<file path="src/rtl/posit_pkg.sv">
// Shared posit front-end definitions: run modes and chunking helper.
package posit_pkg;

  // Width of an 8-bit leading-zero count (0..8).
  localparam int unsigned CLZ8_W = 4;

  typedef enum logic [1:0] {
    RUN_LZ  = 2'd0,
    RUN_LO  = 2'd1,
    RUN_REG = 2'd2
  } run_mode_e;

  // Number of 8-bit chunks needed to cover an n-bit field.
  function automatic int unsigned chunks(input int unsigned n);
    return (n + 32'd7) / 32'd8;
  endfunction

endpackage

</file>
<file path="src/rtl/posit_clz8.sv">
// Combinational leading-zero count of one byte, result 0..8.
module posit_clz8
  import posit_pkg::*;
(
  input  logic [7:0]        d,
  output logic [CLZ8_W-1:0] z
);

  // Scan upward so the highest set bit has the final say.
  always_comb begin
    z = CLZ8_W'(8);
    for (int i = 0; i < 8; i++) begin
      if (d[i]) z = CLZ8_W'(7 - i);
    end
  end

endmodule

</file>
<file path="src/rtl/posit_run_cnt.sv">
// Two-stage elastic leading-run counter for the posit decode/normalise paths.
`ifndef PSTWID
`define PSTWID 32
`endif

module posit_run_cnt
  import posit_pkg::*;
#(
  parameter int unsigned PSTWID = `PSTWID,
  parameter int unsigned TAGW   = 4
) (
  input  logic                      clk_i,
  input  logic                      rst_ni,
  input  logic                      flush_i,
  input  logic                      i_valid,
  output logic                      i_ready,
  input  logic [PSTWID-2:0]         i_data,
  input  logic [1:0]                i_mode,
  input  logic [TAGW-1:0]           i_tag,
  output logic                      o_valid,
  input  logic                      o_ready,
  output logic [$clog2(PSTWID)-1:0] o_count,
  output logic                      o_all,
  output logic                      o_rbit,
  output logic [TAGW-1:0]           o_tag
);

  localparam int unsigned N  = PSTWID - 1;
  localparam int unsigned CW = $clog2(PSTWID);
  localparam int unsigned NC = chunks(N);
  localparam int unsigned PW = NC * 8;

  logic                          rb_c;
  logic [N-1:0]                  x_c;
  logic [PW-1:0]                 xp_c;
  logic [NC-1:0][CLZ8_W-1:0]     z_c;
  logic                          s2_adv_c;
  logic                          accept_c;
  logic [CW-1:0]                 cnt_c;
  logic                          all_c;

  logic                          s1_valid;
  logic [NC-1:0][CLZ8_W-1:0]     s1_z;
  logic                          s1_rb;
  logic                          s1_allz;
  logic [TAGW-1:0]               s1_tag;

  // Handshake: S2 drains when empty or consumed; i_ready sees o_ready combinationally.
  always_comb begin
    s2_adv_c = !o_valid || o_ready;
    i_ready  = !s1_valid || s2_adv_c;
    accept_c = i_valid && i_ready && !flush_i;
  end

  // Pick the run bit and invert so the run always becomes a run of zeros.
  always_comb begin
    case (i_mode)
      RUN_LZ:  rb_c = 1'b0;
      RUN_LO:  rb_c = 1'b1;
      default: rb_c = i_data[N-1];
    endcase
    x_c = i_data ^ {N{rb_c}};
  end

  // Pad with ones on the LSB side so padding can never lengthen a run.
  if (PW > N) begin : g_pad
    assign xp_c = {x_c, {(PW - N){1'b1}}};
  end else begin : g_nopad
    assign xp_c = x_c;
  end

  for (genvar c = 0; c < NC; c++) begin : g_chunk
    posit_clz8 u_clz8 (
      .d (xp_c[PW-1-8*c -: 8]),
      .z (z_c[c])
    );
  end

  // Stage 1: per-chunk counts, run bit, tag and the all-zero flag.
  always_ff @(posedge clk_i or negedge rst_ni) begin
    if (!rst_ni) begin
      s1_valid <= 1'b0;
      s1_z     <= '0;
      s1_rb    <= 1'b0;
      s1_allz  <= 1'b0;
      s1_tag   <= '0;
    end else begin
      if (flush_i) begin
        s1_valid <= 1'b0;
      end else if (accept_c) begin
        s1_valid <= 1'b1;
      end else if (s2_adv_c) begin
        s1_valid <= 1'b0;
      end
      if (accept_c) begin
        s1_z    <= z_c;
        s1_rb   <= rb_c;
        s1_allz <= ~|x_c;
        s1_tag  <= i_tag;
      end
    end
  end

  // Priority select of the first non-full chunk, then offset add.
  always_comb begin
    cnt_c = CW'(N);
    for (int k = NC - 1; k >= 0; k--) begin
      if (s1_z[k] != CLZ8_W'(8)) cnt_c = CW'(8 * k) + CW'(s1_z[k]);
    end
    if (s1_allz) cnt_c = CW'(N);
    all_c = (cnt_c == CW'(N));
  end

  // Stage 2: registered result, held while stalled.
  always_ff @(posedge clk_i or negedge rst_ni) begin
    if (!rst_ni) begin
      o_valid <= 1'b0;
      o_count <= '0;
      o_all   <= 1'b0;
      o_rbit  <= 1'b0;
      o_tag   <= '0;
    end else begin
      if (flush_i) begin
        o_valid <= 1'b0;
      end else if (s2_adv_c) begin
        o_valid <= s1_valid;
      end
      if (!flush_i && s2_adv_c && s1_valid) begin
        o_count <= cnt_c;
        o_all   <= all_c;
        o_rbit  <= s1_rb;
        o_tag   <= s1_tag;
      end
    end
  end

endmodule

</file>
<file path="config.mk">
export PLATFORM = sky130hd
export DESIGN_NAME = posit_run_cnt
export DESIGN_NICKNAME = d
export VERILOG_FILES = /design/src/rtl/posit_pkg.sv /design/src/rtl/posit_clz8.sv /design/src/rtl/posit_run_cnt.sv
export SDC_FILE = /design/constraint.sdc
export NUM_CORES = 1
export LEC_CHECK = 0
export BUFFER_PORTS_ARGS = -buffer_cell sky130_fd_sc_hd__buf_2
export CAP_MARGIN = 20
export CORE_UTILIZATION = 57
export DETAILED_ROUTE_END_ITERATION = 8
export PLACE_DENSITY_LB_ADDON = 0.2
export SYNTH_ARGS = -nofsm -noshare
export SYNTH_HDL_FRONTEND = slang
export SYNTH_SLANG_ARGS = --single-unit
</file>
<file path="constraint.sdc">
create_clock -name clk_i -period 4.7 [get_ports clk_i]
set_clock_uncertainty 0.2 [all_clocks]
set_input_delay 0 -clock clk_i [delete_from_list [all_inputs] [get_ports clk_i]]
set_output_delay 0 -clock clk_i [all_outputs]
set_load 0.005 [all_outputs]
</file>
Word level (Yosys, flattened, before mapping)
Index checks and enable logic that the tools add are counted.
{ "word_totals": {"regBits": 35, "in_bits": 42, "out_inout_bits": 13, "word_cells": 79} }
{ "op_classes": {"n_addsub": 3, "n_eq_ne": 6, "muxes": 42, "n_bitwise": 1, "n_reduce_logical": 14} }
{ "op_table": {"columns": ["cell", "n"], "rows": [
  ["two-way mux 4 bit", 24],
  ["OR reduction 31 bit", 1],
  ["bitwise XOR 31 bit", 1],
  ["two-way mux 5 bit", 5],
  ["inequality test 4 bit, second input constant", 4],
  ["two-way mux 3 bit", 4],
  ["adder 5 x 4 -> 5 bit, first input constant", 2],
  ["two-way mux 1 bit", 6],
  ["adder 4 x 4 -> 5 bit, first input constant", 1],
  ["== test 5 bit, second input constant", 1],
  ["logical AND 1 bit", 4],
  ["zero test 1 bit", 4],
  ["two-way mux 2 bit", 2],
  ["nonzero test 3 bit", 1],
  ["== test 2 x 1 -> 1 bit, second input constant", 1],
  ["zero test 2 bit", 1],
  ["logical OR 1 bit", 2],
  ["one-hot mux 1 bit (2 select lines)", 1],
  ["nonzero test 2 bit", 1]
]} }

Longest topological paths before layout
{ "logic_depth": {"depth_word": 11, "ltp_mapped": 6} }

Hierarchy
A second synthesis with hierarchy kept.
{ "unflattened": {"hier_cells": 234, "area_unflattened_um2": 2283.4} }
{ "by_module_without_submodules": {"columns": ["mod", "n_inst", "cells_each", "area_each_um2", "seq_area_each_um2"], "rows": [
  ["posit_run_cnt", 1, 178, 1938.1, 875.8],
  ["posit_clz8", 4, 14, 86.3, 0.0]
]} }

Worst setup path before layout
Ideal clock, no wire load.
{ "synth_timing": {"path_kind": "register to register", "from": "register o_valid", "to": "register s1_allz", "setup_time_ns": 0.074, "t_arrival_ns": 1.569, "required_time_ns": 4.426, "slack_ns": 2.857, "path_stages_with_launch": 6, "period_less_slack_ns": 1.843, "path_cell_list": "dfrtp_1 > and3b_2 > nor3b_4 > o211ai_1 > or3_1 > o21ai_2"} }
{ "synth_via": {"elab_chain_cells": 5} }
{ "synth_lines": {"columns": ["item", "line_no", "text"], "rows": [
  ["start, declared", "posit_run_cnt.sv:20", "output logic o_valid,"],
  ["start signal, assigned", "posit_run_cnt.sv:126", "o_valid <= s1_valid;"],
  ["zero test 1 bit", "posit_run_cnt.sv:50", "s2_adv_c = !o_valid || o_ready;"],
  ["logical OR 1 bit", "posit_run_cnt.sv:50", null],
  ["logical OR 1 bit", "posit_run_cnt.sv:51", "i_ready = !s1_valid || s2_adv_c;"],
  ["logical AND 1 bit (2 in series)", "posit_run_cnt.sv:52", "accept_c = i_valid && i_ready && !flush_i;"],
  ["end signal, assigned", "posit_run_cnt.sv:98", "s1_allz <= ~|x_c;"],
  ["end, declared", "posit_run_cnt.sv:45", "logic s1_allz;"]
]} }
No other way between the ends.
A chain may end at the register's enable or synchronous reset.

Final worst setup path
{ "layout_timing": {"from": "input i_data[30]", "to": "register s1_allz"} }
{ "layout_via": {"elab_chain_cells": 4} }
{ "layout_lines": {"columns": ["item", "line_no", "text"], "rows": [
  ["start, declared", "posit_run_cnt.sv:17", "input logic [PSTWID-2:0] i_data,"],
  ["one-hot mux 1 bit (2 select lines)", "posit_run_cnt.sv:57", "case (i_mode)"],
  ["bitwise XOR 31 bit (*)", "posit_run_cnt.sv:62", "x_c = i_data ^ {N{rb_c}};"],
  ["OR reduction 31 bit (*)", "posit_run_cnt.sv:98", null],
  ["zero test 1 bit (*)", "posit_run_cnt.sv:98", null]
]} }
Mark *: on every way between the ends. The rest lies on a longest branch, timed or not.

==> flow_summary_export.csv <==
group,metric,value,unit
drt,drt_wl_total,4910,µm
drt,route.vias.total,2118,
timing,maxSlewViolCount,0,
timing,worst_pin_slew,711,ps
die,die_w,62.7,µm
synthesis,synthTopCellsByArea,"dfrtp_1 41%, mux2_2 6.4%, nand2_1 5.5%",
clock_tree,cts_setup_buffers,0,
synthesis,synth.net_count,277,
clock_tree,clock-sinks,34,
clock_tree,path_clk_slew,70,ps
critical_path,cp_max_fo,24,
global_routing,grt_pass1_wl,8400,µm
synthesis,seq_area_frac_synth,40.6,%
cells_and_area,antenna_cells,0,
timing,rsz0062_at_grt,"no",
clock_tree,cts_max_level,2,
cells_and_area,seqCellArea,851,µm²
critical_path,arrival,2950,ps
cells_and_area,area_delta_synth_final,32.8,%
die,start_util,60.9,%
die,rows,21,
drt,vias_per_cell,5.76,
timing,period_share,62.4,%
drt,final_antenna_net_count,0,
synthesis,ys_warn_count,0,
critical_path,crit_type,"primary input to flip-flop",
synthesis,yosys.area.top_type_share,40.6,%
cells_and_area,drive_gt1_share,26.4,%
global_routing,grt_max_degree,35,
drt,wl_met3,245,µm
drt,detail_route.first_pass.iterations,4,
synthesis,synth.avg_cell_area,8.92,µm²
drt,drt-met1-wl,2210,µm
die,io_pins,55,
power,finalPower,0.000744,W
timing,tns,0,ps
place,portBuffers,54,
global_routing,antenna_found_initial,0,
synthesis,synthArstFlopShare,100,%
critical_path,cp_slowest_cell,"dlygate4sd3_1",
min_path,min_path_type,"primary input to flip-flop",
timing,post-route-min-period,2930,ps
drt,drt_drc_violations_left,0,
critical_path,cpMostUsedCell,"dlygate4sd3_1",
global_routing,grt_use_total,27.0,%
timing,final_hold_viol_count,0,
timing,maxClockFrequency,341,MHz
synthesis,yosys.area.top_type,"dfrtp_1",
critical_path,start_kind,"primary input",
job,maxCapViolCount,0,
global_routing,grt_pass1_vias,1965,
drt,dr.max_layer_used,"met4",
die,die_area,3930,µm²
cells_and_area,nets,363,
synthesis,synthesis.area,2100,µm²
power,powerDensity,267,nW/µm²
cells_and_area,final_util,80.9,%
synthesis,postSynthCellCount,235,
cells_and_area,multi_input_area,1180,µm²
synthesis,synth_cell_types,51,
global_routing,overflow,0,
critical_path,required,4710,ps
power,leakage,1.24,nW
drt,met2_length,2380,µm
die,fp.coreArea,3440,µm²
place,place_congestion,0.838,
place,hpwl,3240,µm
critical_path,cp_slowest_stage_delay,590,ps
run_status,status,"completed",
critical_path,crit_chain,"dlygate4sd3_1 > buf_2 > mux2_4 > or4_1 > o22ai_1 > dlygate4sd3_1 > nand2_1 > dlygate4sd3_1 > o21ai_2",
clock_tree,cts_buffer_depth,2,
synthesis,ys.flop_type,"dfrtp_1",
clock_tree,clk_latency,280,ps
clock_tree,clockRootBuffer,"clkbuf_8",
power,irDropWorstVdd,0.156,mV
clock_tree,cts_tree,"yes",
cells_and_area,fill_cells,214,
drt,wl_per_cell,13.3,µm
drt,drt-initial-drc-count,147,
synthesis,synth-seq-cells,34,
synthesis,synth_edf_count,0,
clock_tree,cts_made_buffers,5,
die,fp.dieH,62.7,µm
timing,slew_headroom,52.6,%
critical_path,critPathCaptureType,"flip-flop",
timing,finalSetupViolCount,0,
## critical path: cells and delay by family
kind                   cells  cell delay, ps
buffers and inverters      4            1840
and+or+nand+nor            2             480
AOI/OAI and AO/OA          2             250
muxes                      1             370
## per-layer routing
layer / global-route usage (%) / up-vias
li1: - / 1056
met1: 34.4 / 988
met2: 45.4 / 67
met3: 6.57 / 7
met4: 8.14 / 0
met5: 0 / -
## cell type report
class | count | area share (%)
repair buffers | 84 | 20.4
inverters | 9 | 1.21
well taps | 46 | 2.07
multi-input cells | 187 | 42.5
clock inverters | 1 | 0.180
clock buffers | 7 | 3.10
flip-flops and latches | 34 | 30.5
## power by group
part	switching [W]	internal, W
sequential	0.0000236	0.000331
clock	0.0000969	0.000118
combinational	0.0000818	0.0000923
## Yosys cell counts (all sizes together), types with 2 or more instances
cell,n
dfrtp,34
nand2,31
o21ai,25
nor2,23
mux2,13
a21oi,12
inv,9
a31oi,7
nand3,6
a2111oi,5
nor3,5
a21boi,4
nand2b,4
or4,4
buf,3
nand4,3
nor2b,3
nor3b,3
nor4,3
nor4b,3
o31ai,3
clkbuf,2
mux2i,2
nand3b,2
o21ba,2
o21bai,2
o22ai,2
o311ai,2
## worst paths after layout
check | end | start | slack, ps | cells after the start
max in group asynchronous | o_tag[2] | rst_ni | 3740 | 2
min in group asynchronous | s1_z[12] | rst_ni | 110 | 2
worst max register to register | s1_z[8] | s1_valid | 1890 | 9
worst max-delay path | s1_allz | i_data[30] | 1770 | 9
worst min register to register | o_count[1] | o_count[1] | 280 | 2
worst min-delay path | s1_z[10] | i_data[10] | 5 | 4
## flip-flops by register name, summed over array words and instances (netlist names)
signal,count
s1_valid,1
o_all,1
o_rbit,1
s1_rb,1
s1_allz,1
s1_tag,4
s1_z,15
o_valid,1
o_count,5
o_tag,4
## through the flow
step           std cells  hold slack [ps]  cell area [µm²]  worst slack [ps]
6_report             368             4.55             2790              1770
5_1_grt              368             27.5             2790              1660
4_1_cts              368             1.84             2790              1770
3_5_place_dp         331             -109             2400              2670
3_3_place_gp         331             -104             2400              2720
2_1_floorplan        235             -496             2100              2860
## cell usage in the layout (no fill, tap or decap), types with 3 or more instances in the layout
| cell type | count |
|---|---|
| clkbuf_8 | 6 |
| nand4_1 | 3 |
| o21ai_0 | 23 |
| nand2b_1 | 4 |
| inv_1 | 9 |
| nor2_1 | 23 |
| nor4_1 | 3 |
| a31oi_1 | 7 |
| or4_1 | 4 |
| nor3_1 | 5 |
| dfrtp_1 | 34 |
| nand2_1 | 31 |
| mux2_2 | 12 |
| a2111oi_0 | 5 |
| nand3_1 | 6 |
| nor2b_1 | 3 |
| a21oi_1 | 12 |
| buf_2 | 54 |
| dlygate4sd3_1 | 29 |
| o31ai_1 | 3 |
| a21boi_0 | 4 |
## cells by family after synthesis
family | synth area share [%]
buf+inv | 2.98
mux | 8.11
xor+xnor | 0.418
compound gates | 23.6
simple gates | 24.3
flops | 40.6
## timing repair
item,4_1_cts,5_1_grt
endpoints found under the hold margin,54,0
gates resized for setup,0,0
hold buffers,29,0
(Power assumes the default switching activity.)
